==> config.mk <==
export PLATFORM = sky130hd
export DESIGN_NAME = rr_arbiter_onehot_flat
export DESIGN_NICKNAME = d
export VERILOG_FILES = /design/src/rtl/rr_arbiter_onehot_pkg.sv /design/src/rtl/rr_arbiter_onehot_if.sv /design/src/rtl/rr_arbiter_onehot_pe.sv /design/src/rtl/rr_arbiter_onehot.sv /design/src/flat_wrapper.sv
export SDC_FILE = /design/constraint.sdc
export NUM_CORES = 1
export LEC_CHECK = 0
export BUFFER_PORTS_ARGS = -buffer_cell sky130_fd_sc_hd__buf_4
export CORE_AREA = 5 5 48 50
export CTS_BUF_LIST = sky130_fd_sc_hd__clkbuf_8
export CTS_CLUSTER_SIZE = 12
export DETAILED_ROUTE_END_ITERATION = 12
export DIE_AREA = 0 0 53 55
export GPL_TIMING_DRIVEN = 0
export HOLD_SLACK_MARGIN = 0.06
export PLACE_DENSITY = 0.82
export SLEW_MARGIN = 20
export SYNTH_ARGS = -nofsm -noshare
export SYNTH_HDL_FRONTEND = slang
export SYNTH_SLANG_ARGS = --single-unit
==> constraint.sdc <==
create_clock -name clk -period 2.9 [get_ports clk]
set_input_delay 0.29 -clock clk [delete_from_list [all_inputs] [get_ports clk]]
set_output_delay 0.29 -clock clk [all_outputs]
set_load 0.01 [all_outputs]
==> src/rtl/rr_arbiter_onehot_pkg.sv <==
`default_nettype none
// ============================================================================
// Module  : arb_pkg
// Brief   : Shared types for the one-hot round-robin arbiter.
// Revision: 1.0 - initial release
// ============================================================================
package arb_pkg;

  // Arbitration policy: fixed highest-index priority or rotating priority
  typedef enum logic {
    ARB_FIXED = 1'b0,
    ARB_RR    = 1'b1
  } arb_mode_e;

endpackage
`default_nettype wire

==> src/rtl/rr_arbiter_onehot_if.sv <==
`default_nettype none
// ============================================================================
// Module  : rr_arbiter_onehot_if
// Brief   : Request/grant bundle between requesters and the arbiter.
// Revision: 1.0 - initial release
// ============================================================================
interface rr_arbiter_onehot_if #(
  parameter int N = 8
) ();

  localparam int IW = $clog2(N);

  logic [N-1:0]  req;
  logic [N-1:0]  grant;
  logic          grant_valid;
  logic [IW-1:0] grant_idx;

  // Requester side drives requests and observes the grant
  modport master (
    output req,
    input  grant,
    input  grant_valid,
    input  grant_idx
  );

  // Arbiter side consumes requests and produces the grant
  modport slave (
    input  req,
    output grant,
    output grant_valid,
    output grant_idx
  );

endinterface
`default_nettype wire

==> src/rtl/rr_arbiter_onehot_pe.sv <==
`default_nettype none
// ============================================================================
// Module  : pe_onehot_n
// Brief   : Combinational MSB-first one-hot priority encoder, N bits wide.
//           Bit i survives only when no higher-index bit is set.
// Revision: 1.0 - initial release
// ============================================================================
module pe_onehot_n #(
  parameter int N = 8
) (
  input  logic [N-1:0] a,
  output logic [N-1:0] y
);

  logic [N-1:0] higher_any;

  // Running OR of all bits above position i, walked from the MSB down
  always_comb begin
    higher_any = '0;
    for (int i = N - 2; i >= 0; i--) begin
      higher_any[i] = higher_any[i+1] | a[i+1];
    end
  end

  assign y = a & ~higher_any;

endmodule
`default_nettype wire

==> src/rtl/rr_arbiter_onehot.sv <==
`default_nettype none
// ============================================================================
// Module  : rr_arbiter_onehot
// Brief   : N-way arbiter with registered one-hot grant, fixed or rotating
//           priority, and optional grant hold while the winner keeps
//           requesting. All outputs are registered.
// Revision: 1.0 - initial release
// ============================================================================
module rr_arbiter_onehot
  import arb_pkg::*;
#(
  parameter int        N    = 8,
  parameter arb_mode_e MODE = ARB_RR,
  parameter bit        HOLD = 1'b1
) (
  input  logic                 clk,
  input  logic                 rst,
  rr_arbiter_onehot_if.slave   bus
);

  localparam int IW = $clog2(N);

  logic [N-1:0]  grant_q, grant_d;
  logic          grant_valid_q, grant_valid_d;
  logic [IW-1:0] grant_idx_q, grant_idx_d;
  logic [IW-1:0] ptr_q, ptr_d;

  logic [N-1:0]  req;
  logic [N-1:0]  below_ptr;
  logic [N-1:0]  masked;
  logic [N-1:0]  pick_masked;
  logic [N-1:0]  pick_full;
  logic [N-1:0]  arb;
  logic [IW-1:0] arb_idx;
  logic          hold_hit;

  assign req = bus.req;

  // Thermometer mask of positions strictly below the last winner
  always_comb begin
    below_ptr = '0;
    for (int i = 0; i < N; i++) begin
      below_ptr[i] = (i < int'(ptr_q));
    end
  end

  // Fixed mode never consults the pointer, so the masked path stays empty
  assign masked = (MODE == ARB_RR) ? (req & below_ptr) : '0;

  pe_onehot_n #(.N(N)) u_pe_masked (
    .a (masked),
    .y (pick_masked)
  );

  pe_onehot_n #(.N(N)) u_pe_full (
    .a (req),
    .y (pick_full)
  );

  assign arb = (|masked) ? pick_masked : pick_full;

  // Binary index of the fresh arbitration result (zero when nobody wins)
  always_comb begin
    arb_idx = '0;
    for (int i = 0; i < N; i++) begin
      if (arb[i]) begin
        arb_idx = arb_idx | IW'(i);
      end
    end
  end

  // Next-state: keep the current owner while it still requests, else re-arbitrate
  always_comb begin
    hold_hit      = HOLD && (|(grant_q & req));
    grant_d       = grant_q;
    grant_idx_d   = grant_idx_q;
    grant_valid_d = grant_valid_q;
    ptr_d         = ptr_q;
    if (!hold_hit) begin
      grant_d       = arb;
      grant_idx_d   = arb_idx;
      grant_valid_d = |arb;
      if (|arb) begin
        ptr_d = arb_idx;
      end
    end
  end

  // State registers with asynchronous reset
  always_ff @(posedge clk or posedge rst) begin
    if (rst) begin
      grant_q       <= '0;
      grant_valid_q <= 1'b0;
      grant_idx_q   <= '0;
      ptr_q         <= '0;
    end else begin
      grant_q       <= grant_d;
      grant_valid_q <= grant_valid_d;
      grant_idx_q   <= grant_idx_d;
      ptr_q         <= ptr_d;
    end
  end

  assign bus.grant       = grant_q;
  assign bus.grant_valid = grant_valid_q;
  assign bus.grant_idx   = grant_idx_q;

endmodule
`default_nettype wire

==> src/flat_wrapper.sv <==
// flat-port wrapper written by rule: the top's interface ports become plain ports
module rr_arbiter_onehot_flat import arb_pkg::*;
#(
  parameter int        N    = 8,
  parameter arb_mode_e MODE = ARB_RR,
  parameter bit        HOLD = 1'b1
)
  (clk, rst, bus_req, bus_grant, bus_grant_valid, bus_grant_idx);
  rr_arbiter_onehot_if #(.N(N)) bus_i ();
  input  logic clk;
  input  logic rst;
  input wire logic [$bits(bus_i.req)-1:0] bus_req;
  output wire logic [$bits(bus_i.grant)-1:0] bus_grant;
  output wire logic [$bits(bus_i.grant_valid)-1:0] bus_grant_valid;
  output wire logic [$bits(bus_i.grant_idx)-1:0] bus_grant_idx;
  assign bus_i.req = bus_req;
  assign bus_grant = bus_i.grant;
  assign bus_grant_valid = bus_i.grant_valid;
  assign bus_grant_idx = bus_i.grant_idx;
  rr_arbiter_onehot #(.N(N), .MODE(MODE), .HOLD(HOLD)) u_core (.clk(clk), .rst(rst), .bus(bus_i));
endmodule
==> metrics <==
Req. time, crit path 3.07 ns; cell count after synthesis 121; fin util 0.681; cts hold-fix bufs 0; # fillers 174; post-synthesis mux area share 0; Initial DRT Pass Iterations 5; syn_area_per_cell 8.59 sq um; CP bufs+invs 1; final worst slack 1.06 ns; number of CTS-inserted buffers 3; CP arrival 2.00 ns; Routed Antenna Nets 0; Hold Vio Cnt, Final 0; core area 0.00186 sq mm; Synthesized Nets 131; final setup TNS 0 ns; Setup violations, final 0; post-synthesis sequential area ratio 0.361; status finished clean; die width 53 um; pwr/cell area 1100 mW/mm^2; Critical Path Sink Type register; leakage power 0.531 nW; Initial Utilization 0.558; R2R cell count 7; clk buf depth 2; Distinct cells, synth 41; clock sink total 15; total die area 0.00292 sq mm; CP max stage cell dfrtp_1; Final Wtd Congestion 0.923; skew final 0.00146 ns; total grt overflow 0; YS warnings 0; crit path cell chain buf_6 -> a211oi_4 -> nor2_2 -> nor3_4 -> nand2_1 -> o2111a_1 -> a21oi_1; Post-Synth Simple-Gate Area 0.218; worst stage delay on the critical path 0.39 ns; H-tree depth 1; Die H 55 um; ant diodes 0; number of max-cap violations 0; Least-Margin Pin Slew 0.564 ns; Post-CTS Resized 0; xor/xnor share of the synthesized area 0; RSZ-0062 raised after global routing false; fin crit period 1.84 ns; post-synthesis compound-gate area fraction 0.342; Cell Area, Synth 0.00104 sq mm; Peak Freq 0.544 GHz; area grow syn2layout 22.0%; antenna violations before repair 0; Detail Placement HPWL 2190 um; port bufs 20; fin nets 156; Placement Setup Slack 1.13 ns; most common cell after layout, fill and taps aside buf_4; min-delay worst type in -> async; DRC 0; FP Rows 16; DRT iter0 DRCs 68; vias in the first global route 1009; Root Buffer clkbuf_8; wire per inst 16.9 um; Final Max Tran Viols 0; postcts setup bufs 0; Crit. path cell count 7; Synth Area in Adders 0; Final period util 0.634; largest family of logic cells by synthesized area compound AO/OA/AOI/OAI gates; #FFs+latches synth 15; CP Class reg -> reg; most frequent cells in the layout buf_4 (22), dfrtp_1 (15), nand2_1 (13); Worst-path clk slew 0.06 ns; CTS tree done; post-DR vias/cell 6.19; Crit Path Max Fanout 9; normalized max-slew margin 0.624; Global Route Usage Sum 0.226; DRT Wirelength 2910 um; Critical Path Source Type register; IO Count 22; largest net degree at the start of global routing 16; Vias 1065; fraction of final layout cells sized beyond drive strength 1 0.283; Skew-Pair Late Insertion Delay 0.25 ns; delay-heaviest family, CP compound AO/OA/AOI/OAI gates; Peak supply drop 0.000780 V; first-pass GRT wire length 4750 um
kinds of logic (layout without fill, tap and decap cells):
group                  count (synthesis)  count (layout)
and+or+nand+nor                       41              41
buffers and inverters                 16              40
DFF                                   15              15
AOI/OAI and AO/OA                     49              49
synth_stat cells, drive strengths merged:
cell / instances / share of area
a211oi: 2 / 0.026
a21o: 2 / 0.014
a21oi: 12 / 0.069
a22o: 1 / 0.0084
a22oi: 4 / 0.029
a31oi: 2 / 0.012
a41oi: 1 / 0.016
buf: 4 / 0.036
clkbuf: 3 / 0.011
dfrtp: 15 / 0.36
inv: 9 / 0.032
nand2: 13 / 0.047
nand3: 1 / 0.0048
nand4: 2 / 0.012
nor2: 12 / 0.048
nor2b: 2 / 0.012
nor3: 4 / 0.035
nor4: 4 / 0.039
nor4b: 1 / 0.0084
o2111a: 1 / 0.011
o211ai: 1 / 0.0072
o21a: 2 / 0.014
o21ai: 12 / 0.058
o21bai: 1 / 0.0072
o221ai: 1 / 0.014
o22ai: 3 / 0.018
o31ai: 2 / 0.019
o32a: 1 / 0.0096
o32ai: 1 / 0.0084
or2: 1 / 0.0060
or3: 1 / 0.0060
stage by stage:
stage | total power, mW | instance area, sq um | std cells | hold WS (ns)
after floorplan | 0.941 | 1040 | 121 | 0.191
after global placement | 1.20 | 1220 | 168 | 0.364
after detailed placement | 1.22 | 1220 | 168 | 0.390
after CTS | 1.39 | 1270 | 172 | 0.119
after global routing | 1.50 | 1270 | 172 | 0.156
final | 1.40 | 1270 | 172 | 0.0921
path summary, 6_finish.rpt:
path                                          from                       to  slack, ns
min in group clk                        bus_req[3]      u_core.bus.grant[3]       0.33
max                                u_core.ptr_q[1]          u_core.ptr_q[1]       1.06
max reg2reg                        u_core.ptr_q[1]          u_core.ptr_q[1]       1.06
min reg2reg                u_core.bus.grant_idx[0]  u_core.bus.grant_idx[0]       0.49
min                                            rst          u_core.ptr_q[1]       0.09
max in group asynchronous                      rst      u_core.bus.grant[7]       2.44
registers in the layout, indices dropped and copies added, names as in the netlist:
name,flops
u_core.bus.grant,8
u_core.bus.grant_valid,1
u_core.bus.grant_idx,3
u_core.ptr_q,3
power by group:
group | switching, mW | internal, mW | leakage [nW]
sequential | 0.0569 | 0.305 | 0.189
combinational | 0.534 | 0.332 | 0.314
clock | 0.0764 | 0.0939 | 0.0269
total | 0.667 | 0.731 | 0.531
layer usage:
| layer | global-route usage | part of all wire | vias to the layer above |
|---|---|---|---|
| met1 | 0.295 | 0.41 | 503 |
| met2 | 0.378 | 0.48 | 62 |
| met5 | 0 | 0 | - |
| met4 | 0.0936 | 0.015 | 0 |
| met3 | 0.0322 | 0.091 | 7 |
| li1 | - | - | 493 |
layout make-up:
type / instances / area [sq um] / area share
multi-input combinational: 90 / 582 / 0.459
sequential: 15 / 375 / 0.296
timing repair buffer: 20 / 150 / 0.118
buffer: 7 / 48.8 / 0.0385
clock buffer: 3 / 41.3 / 0.0325
inverter: 9 / 33.8 / 0.0266
tap: 27 / 33.8 / 0.0266
clock inverter: 1 / 3.75 / 0.00296
(Power assumes the default switching activity.)
